File: config.mk
export PLATFORM = sky130hd
export DESIGN_NAME = bcd_seg_mux
export DESIGN_NICKNAME = d
export VERILOG_FILES = /design/src/rtl/seg_pkg.sv /design/src/rtl/bcd_to_seg7.sv /design/src/rtl/bcd_seg_mux.sv
export SDC_FILE = /design/constraint.sdc
export NUM_CORES = 1
export LEC_CHECK = 0
export ABC_AREA = 0
export CORE_MARGIN = 2
export CORE_UTILIZATION = 42
export CTS_CLUSTER_DIAMETER = 40
export CTS_CLUSTER_SIZE = 40
export DETAILED_ROUTE_END_ITERATION = 8
export GPL_ROUTABILITY_DRIVEN = 0
export GPL_TIMING_DRIVEN = 0
export SETUP_SLACK_MARGIN = 0.3
export SLEW_MARGIN = 20
export SYNTH_ARGS = -nofsm -noshare
export SYNTH_HDL_FRONTEND = slang
export SYNTH_HIERARCHICAL = 1
export SYNTH_SLANG_ARGS = --single-unit
File: constraint.sdc
create_clock -name i_Clk -period 2.55 [get_ports i_Clk]
set_input_delay 0.3825 -clock i_Clk [delete_from_list [all_inputs] [get_ports i_Clk]]
set_output_delay 0.3825 -clock i_Clk [all_outputs]
set_load 0.1 [all_outputs]
File: src/rtl/seg_pkg.sv
// Shared types and glyph constants for the two-digit seven-segment scanner.
// Segments are active-low, bit order {g,f,e,d,c,b,a}.
package seg_pkg;

   typedef enum logic [1:0] {
      ONES,
      BLANK_A,
      TENS,
      BLANK_B
   } state_t;

   localparam logic [6:0] SEG_OFF  = 7'h7F;
   localparam logic [6:0] SEG_DASH = 7'h3F;

   localparam logic [6:0] GLYPH_0 = 7'h40;
   localparam logic [6:0] GLYPH_1 = 7'h79;
   localparam logic [6:0] GLYPH_2 = 7'h24;
   localparam logic [6:0] GLYPH_3 = 7'h30;
   localparam logic [6:0] GLYPH_4 = 7'h19;
   localparam logic [6:0] GLYPH_5 = 7'h12;
   localparam logic [6:0] GLYPH_6 = 7'h02;
   localparam logic [6:0] GLYPH_7 = 7'h78;
   localparam logic [6:0] GLYPH_8 = 7'h00;
   localparam logic [6:0] GLYPH_9 = 7'h10;

endpackage

File: src/rtl/bcd_to_seg7.sv
// Combinational BCD to active-low seven-segment decoder.
// Codes 10-15 decode to a dash.
module bcd_to_seg7
   import seg_pkg::*;
(
   input  logic [3:0] bcd,
   output logic [6:0] seg
);

   always_comb begin
      seg = SEG_DASH;
      case (bcd)
         4'd0:    seg = GLYPH_0;
         4'd1:    seg = GLYPH_1;
         4'd2:    seg = GLYPH_2;
         4'd3:    seg = GLYPH_3;
         4'd4:    seg = GLYPH_4;
         4'd5:    seg = GLYPH_5;
         4'd6:    seg = GLYPH_6;
         4'd7:    seg = GLYPH_7;
         4'd8:    seg = GLYPH_8;
         4'd9:    seg = GLYPH_9;
         default: seg = SEG_DASH;
      endcase
   end

endmodule

File: src/rtl/bcd_seg_mux.sv
// Two-digit time-multiplexed seven-segment driver with blanking gaps.
// Define LEAD_ZERO_BLANK_EN to blank the tens digit when it is zero.
module bcd_seg_mux
   import seg_pkg::*;
#(
   parameter int REFRESH_DIV = 50000,
   parameter int BLANK_CYC   = 500
)(
   input  logic       i_Clk,
   input  logic       i_Rst,
   input  logic       i_Load,
   input  logic [3:0] i_Tens,
   input  logic [3:0] i_Ones,
   output logic [6:0] o_Seg,
   output logic [1:0] o_An,
   output logic       o_Frame
);

   localparam int MAXD = (REFRESH_DIV > BLANK_CYC) ? REFRESH_DIV : BLANK_CYC;
   localparam int CW   = $clog2(MAXD + 1);
   localparam logic [CW-1:0] LAST_LIT = CW'(REFRESH_DIV - 1);
   localparam logic [CW-1:0] LAST_BLK = CW'(BLANK_CYC - 1);

   state_t        state;
   state_t        nxt;
   logic [CW-1:0] cnt;
   logic [3:0]    cap_tens;
   logic [3:0]    cap_ones;
   logic [3:0]    digit;
   logic [6:0]    glyph;
   logic          last;

   always_comb begin
      last = (cnt == (((state == ONES) || (state == TENS)) ? LAST_LIT : LAST_BLK));
      case (state)
         ONES:    nxt = BLANK_A;
         BLANK_A: nxt = TENS;
         TENS:    nxt = BLANK_B;
         default: nxt = ONES;
      endcase
      digit = (nxt == TENS) ? cap_tens : cap_ones;
   end

   bcd_to_seg7 u_dec (
      .bcd (digit),
      .seg (glyph)
   );

   always_ff @(posedge i_Clk or posedge i_Rst) begin
      if (i_Rst) begin
         cap_tens <= 4'd0;
         cap_ones <= 4'd0;
      end else if (i_Load) begin
         cap_tens <= i_Tens;
         cap_ones <= i_Ones;
      end
   end

   // Outputs are loaded only on state entry, freezing the lit digit for the dwell.
   always_ff @(posedge i_Clk or posedge i_Rst) begin
      if (i_Rst) begin
         state   <= BLANK_B;
         cnt     <= '0;
         o_Seg   <= SEG_OFF;
         o_An    <= 2'b11;
         o_Frame <= 1'b0;
      end else begin
         o_Frame <= 1'b0;
         if (last) begin
            state <= nxt;
            cnt   <= '0;
            case (nxt)
               ONES: begin
                  o_An    <= 2'b10;
                  o_Seg   <= glyph;
                  o_Frame <= 1'b1;
               end
               TENS: begin
`ifdef LEAD_ZERO_BLANK_EN
                  if (cap_tens == 4'd0) begin
                     o_An  <= 2'b11;
                     o_Seg <= SEG_OFF;
                  end else begin
                     o_An  <= 2'b01;
                     o_Seg <= glyph;
                  end
`else
                  o_An  <= 2'b01;
                  o_Seg <= glyph;
`endif
               end
               default: begin
                  o_An  <= 2'b11;
                  o_Seg <= SEG_OFF;
               end
            endcase
         end else begin
            cnt <= cnt + CW'(1);
         end
      end
   end

endmodule

==> flow_summary.json <==
{
  "final_cell_area_mm2": 0.00238,
  "hold_path_class": "reg2reg",
  "drv_cap": 0,
  "grt_use_met3": 0.0470,
  "drc": 0,
  "core_area_mm2": 0.00466,
  "antenna_found_initial": 0,
  "mappedNetlistArea_mm2": 0.00200,
  "avgViaCountPerCell": 5.09,
  "synth_commonest_cells": "25 x dfrtp_1, 24 x nor2_1, 17 x inv_1",
  "cts_sinks": 36,
  "holdWs_ns": 0.464,
  "port_buffers": 19,
  "busiest_layer": "met2",
  "grt_max_degree": 37,
  "synth_top_area_share": 0.312,
  "yosysWarningCount": 6,
  "cellPowerDensity_mw_per_mm2": 505,
  "post-route-period-util": 0.826,
  "worst_ep_arrival_time_ns": 1.72,
  "rsz0062_at_grt": "no",
  "synth_edf_count": 0,
  "synthAdderAreaFrac": 0.0749,
  "worstPathRequired_ns": 2.17,
  "synth.area.mux_share": 0.138,
  "setup_tns_ns": 0,
  "use_met1": 0.183,
  "setup_violations": 0,
  "hold_start": "o_An[1]",
  "yosysSeqAreaShare": 0.456,
  "dr.pass1.iters": 4,
  "fmax_mhz": 475,
  "max-clock-path-buffers": 2,
  "synth.most_common_cell": "dfrtp_1",
  "r2r_cells": 9,
  "tritoncts": "done",
  "maxSlewViolCount": 0,
  "synthTopCellsByArea": "dfrtp_1 31%, dfstp_2 14%, ha_1 7.5%, mux2_2 6.7%, mux2i_1 6.5%",
  "r2r_start": "state[1]",
  "dpl.hpwl_um": 2690,
  "synthToLayoutAreaGrowth_pct": 18.5,
  "worstPathCellList": "clkdlybuf4s50_1",
  "vdd_ir_drop_max_uv": 208,
  "vias": 1350,
  "synth_compound_area_frac": 0.0387,
  "met2_usage": 0.258,
  "critPathMaxStageDelay_ns": 1.12,
  "wirelength_um": 3680,
  "cts_root_buffer": "clkbuf_8",
  "grt_overflow": 0,
  "drive_above_1_share": 0.199,
  "dp.cells": 256,
  "cts.clk_slew.worst_paths_ns": 0.07,
  "hold_path_depth": 2,
  "initial_core_util": 0.430,
  "grt_pass1_wl_um": 6260,
  "synth_xor_area_frac": 0.0524,
  "ant_nets": 0,
  "track_usage": 0.155,
  "postSynth.asyncResetShare": 1.00,
  "p_leak_nw": 1.08,
  "htree_levels": 2,
  "cts_buffers": 5,
  "diodes": 0,
  "finalHoldViolations": 0,
  "clock_latency_ns": 0.28,
  "outcome": "finished clean",
  "holdPathEnd": "o_An[1]",
  "crit_fanout": 1,
  "critPathTopFamily": "buffers and inverters",
  "netlist_instances": 183,
  "rrSetupSlack_ns": 0.44,
  "ys_seq_elements": 36,
  "avgSynthCellArea_um2": 11.0,
  "die-area_mm2": 0.00534,
  "path_buf_inv": 1,
  "synth_top_family_by_area": "simple AND/OR/NAND/NOR gates",
  "die_w_um": 73.1,
  "maxSlewHeadroom": 0.356,
  "ctsHoldBuffers": 0,
  "yosys.area_share.simple": 0.189,
  "end_kind": "output pin",
  "ys.flop_type": "dfrtp_1",
  "grt_pass1_vias": 1359,
  "wl_per_cell_um": 13.9,
  "crit_slowest_cell": "clkdlybuf4s50_1",
  "finalNonFillerCells": 265,
  "dpl_cell_area_mm2": 0.00226,
  "syn-num-nets": 206,
  "yosys.area.top_type": "dfrtp_1",
  "start_kind": "flop",
  "pin_count": 21,
  "num_rows": 25,
  "drt_iter0_drc": 58,
  "fin_skew_ns": 0.00717,
  "layout.nets": 233,
  "critPathKind": "reg2out",
  "die_h_um": 73.1,
  "synth.distinct_cells": 45,
  "worstMarginPinSlew_ns": 0.963,
  "r2r-end": "o_Seg[4]",
  "post-route-min-period_ns": 2.11
}
-- where the power goes --
| group | leakage (nW) | internal, W | total, W | switching, W |
|---|---|---|---|---|
| clock | 0.0552 | 0.000290 | 0.000490 | 0.000200 |
| sequential | 0.430 | 0.000584 | 0.000590 | 0.00000582 |
| combinational | 0.596 | 0.0000631 | 0.000119 | 0.0000563 |
-- repair_timing --
action                     CTS  global route
pin swaps                    0             0
buffers inserted             0             1
setup endpoints to repair   12             5
resized for setup           10             2
cloned                       0             0
-- stage by stage --
| stage | setup WS [ns] | utilization | power, W |
|---|---|---|---|
| 2_1_floorplan | 0.515 | - | 0.000684 |
| 3_3_place_gp | 0.300 | 0.485 | 0.000711 |
| 3_5_place_dp | 0.280 | 0.485 | 0.000717 |
| 4_1_cts | 0.307 | 0.507 | 0.00121 |
| 5_1_grt | 0.314 | 0.510 | 0.00125 |
| 6_report | 0.444 | 0.510 | 0.00120 |
-- sequential cells by signal, summed over array words and instances (netlist names) --
register,cells
o_Frame,1
cap_tens,4
cap_ones,4
o_Seg,7
cnt,16
state,2
o_An,2
-- kinds of logic after synthesis --
logic type | count (synthesis)
compound gates | 12
simple gates | 63
xor+xnor | 12
buf+inv | 22
fa+ha+maj | 12
mux | 26
flops | 36
-- worst max-delay path by stage --
| stage | startpoint | end | slack [ns] | depth (start not counted) |
|---|---|---|---|---|
| finish | o_Frame | o_Frame | 0.44 | 1 |
| detailed placement | state[1] | o_Seg[4] | 0.28 | 9 |
| floorplan | state[1] | o_Seg[4] | 0.51 | 9 |
| global placement | state[1] | o_Seg[4] | 0.30 | 9 |
| global route | state[1] | o_Seg[4] | 0.31 | 9 |
| CTS | state[0] | o_Seg[2] | 0.31 | 8 |
-- area by class of cell --
type                    instances  area (um^2)
fillers                       422         2280
flip-flops and latches         36          915
repair buffers                 20          186
clock inverters                 2         35.0
multi-input cells             125          997
clock buffers                   6         72.6
well taps                      54         67.6
inverters                      17         63.8
plain buffers                   5         38.8
-- layer usage --
metal,wire length (um),up-vias
met2,1790,20
met4,86,0
met3,140,10
li1,-,671
met1,1670,649
met5,0,-
-- layout by cell type, fill, tap and decap left out, drive strengths merged, types with 4 or more instances in the layout --
cell type / netlist / layout
xnor2: 4 / 4
dlygate4sd2: 0 / 9
a21oi: 4 / 4
clkdlybuf4s50: 0 / 10
clkbuf: 1 / 7
dfrtp: 25 / 25
buf: 4 / 5
nand2: 6 / 6
xor2: 8 / 8
mux2: 13 / 13
inv: 17 / 17
mux2i: 13 / 13
nand3: 4 / 4
dfstp: 11 / 11
ha: 12 / 12
nor2: 24 / 24
No activity file was read; power rests on OpenSTA's default activity.
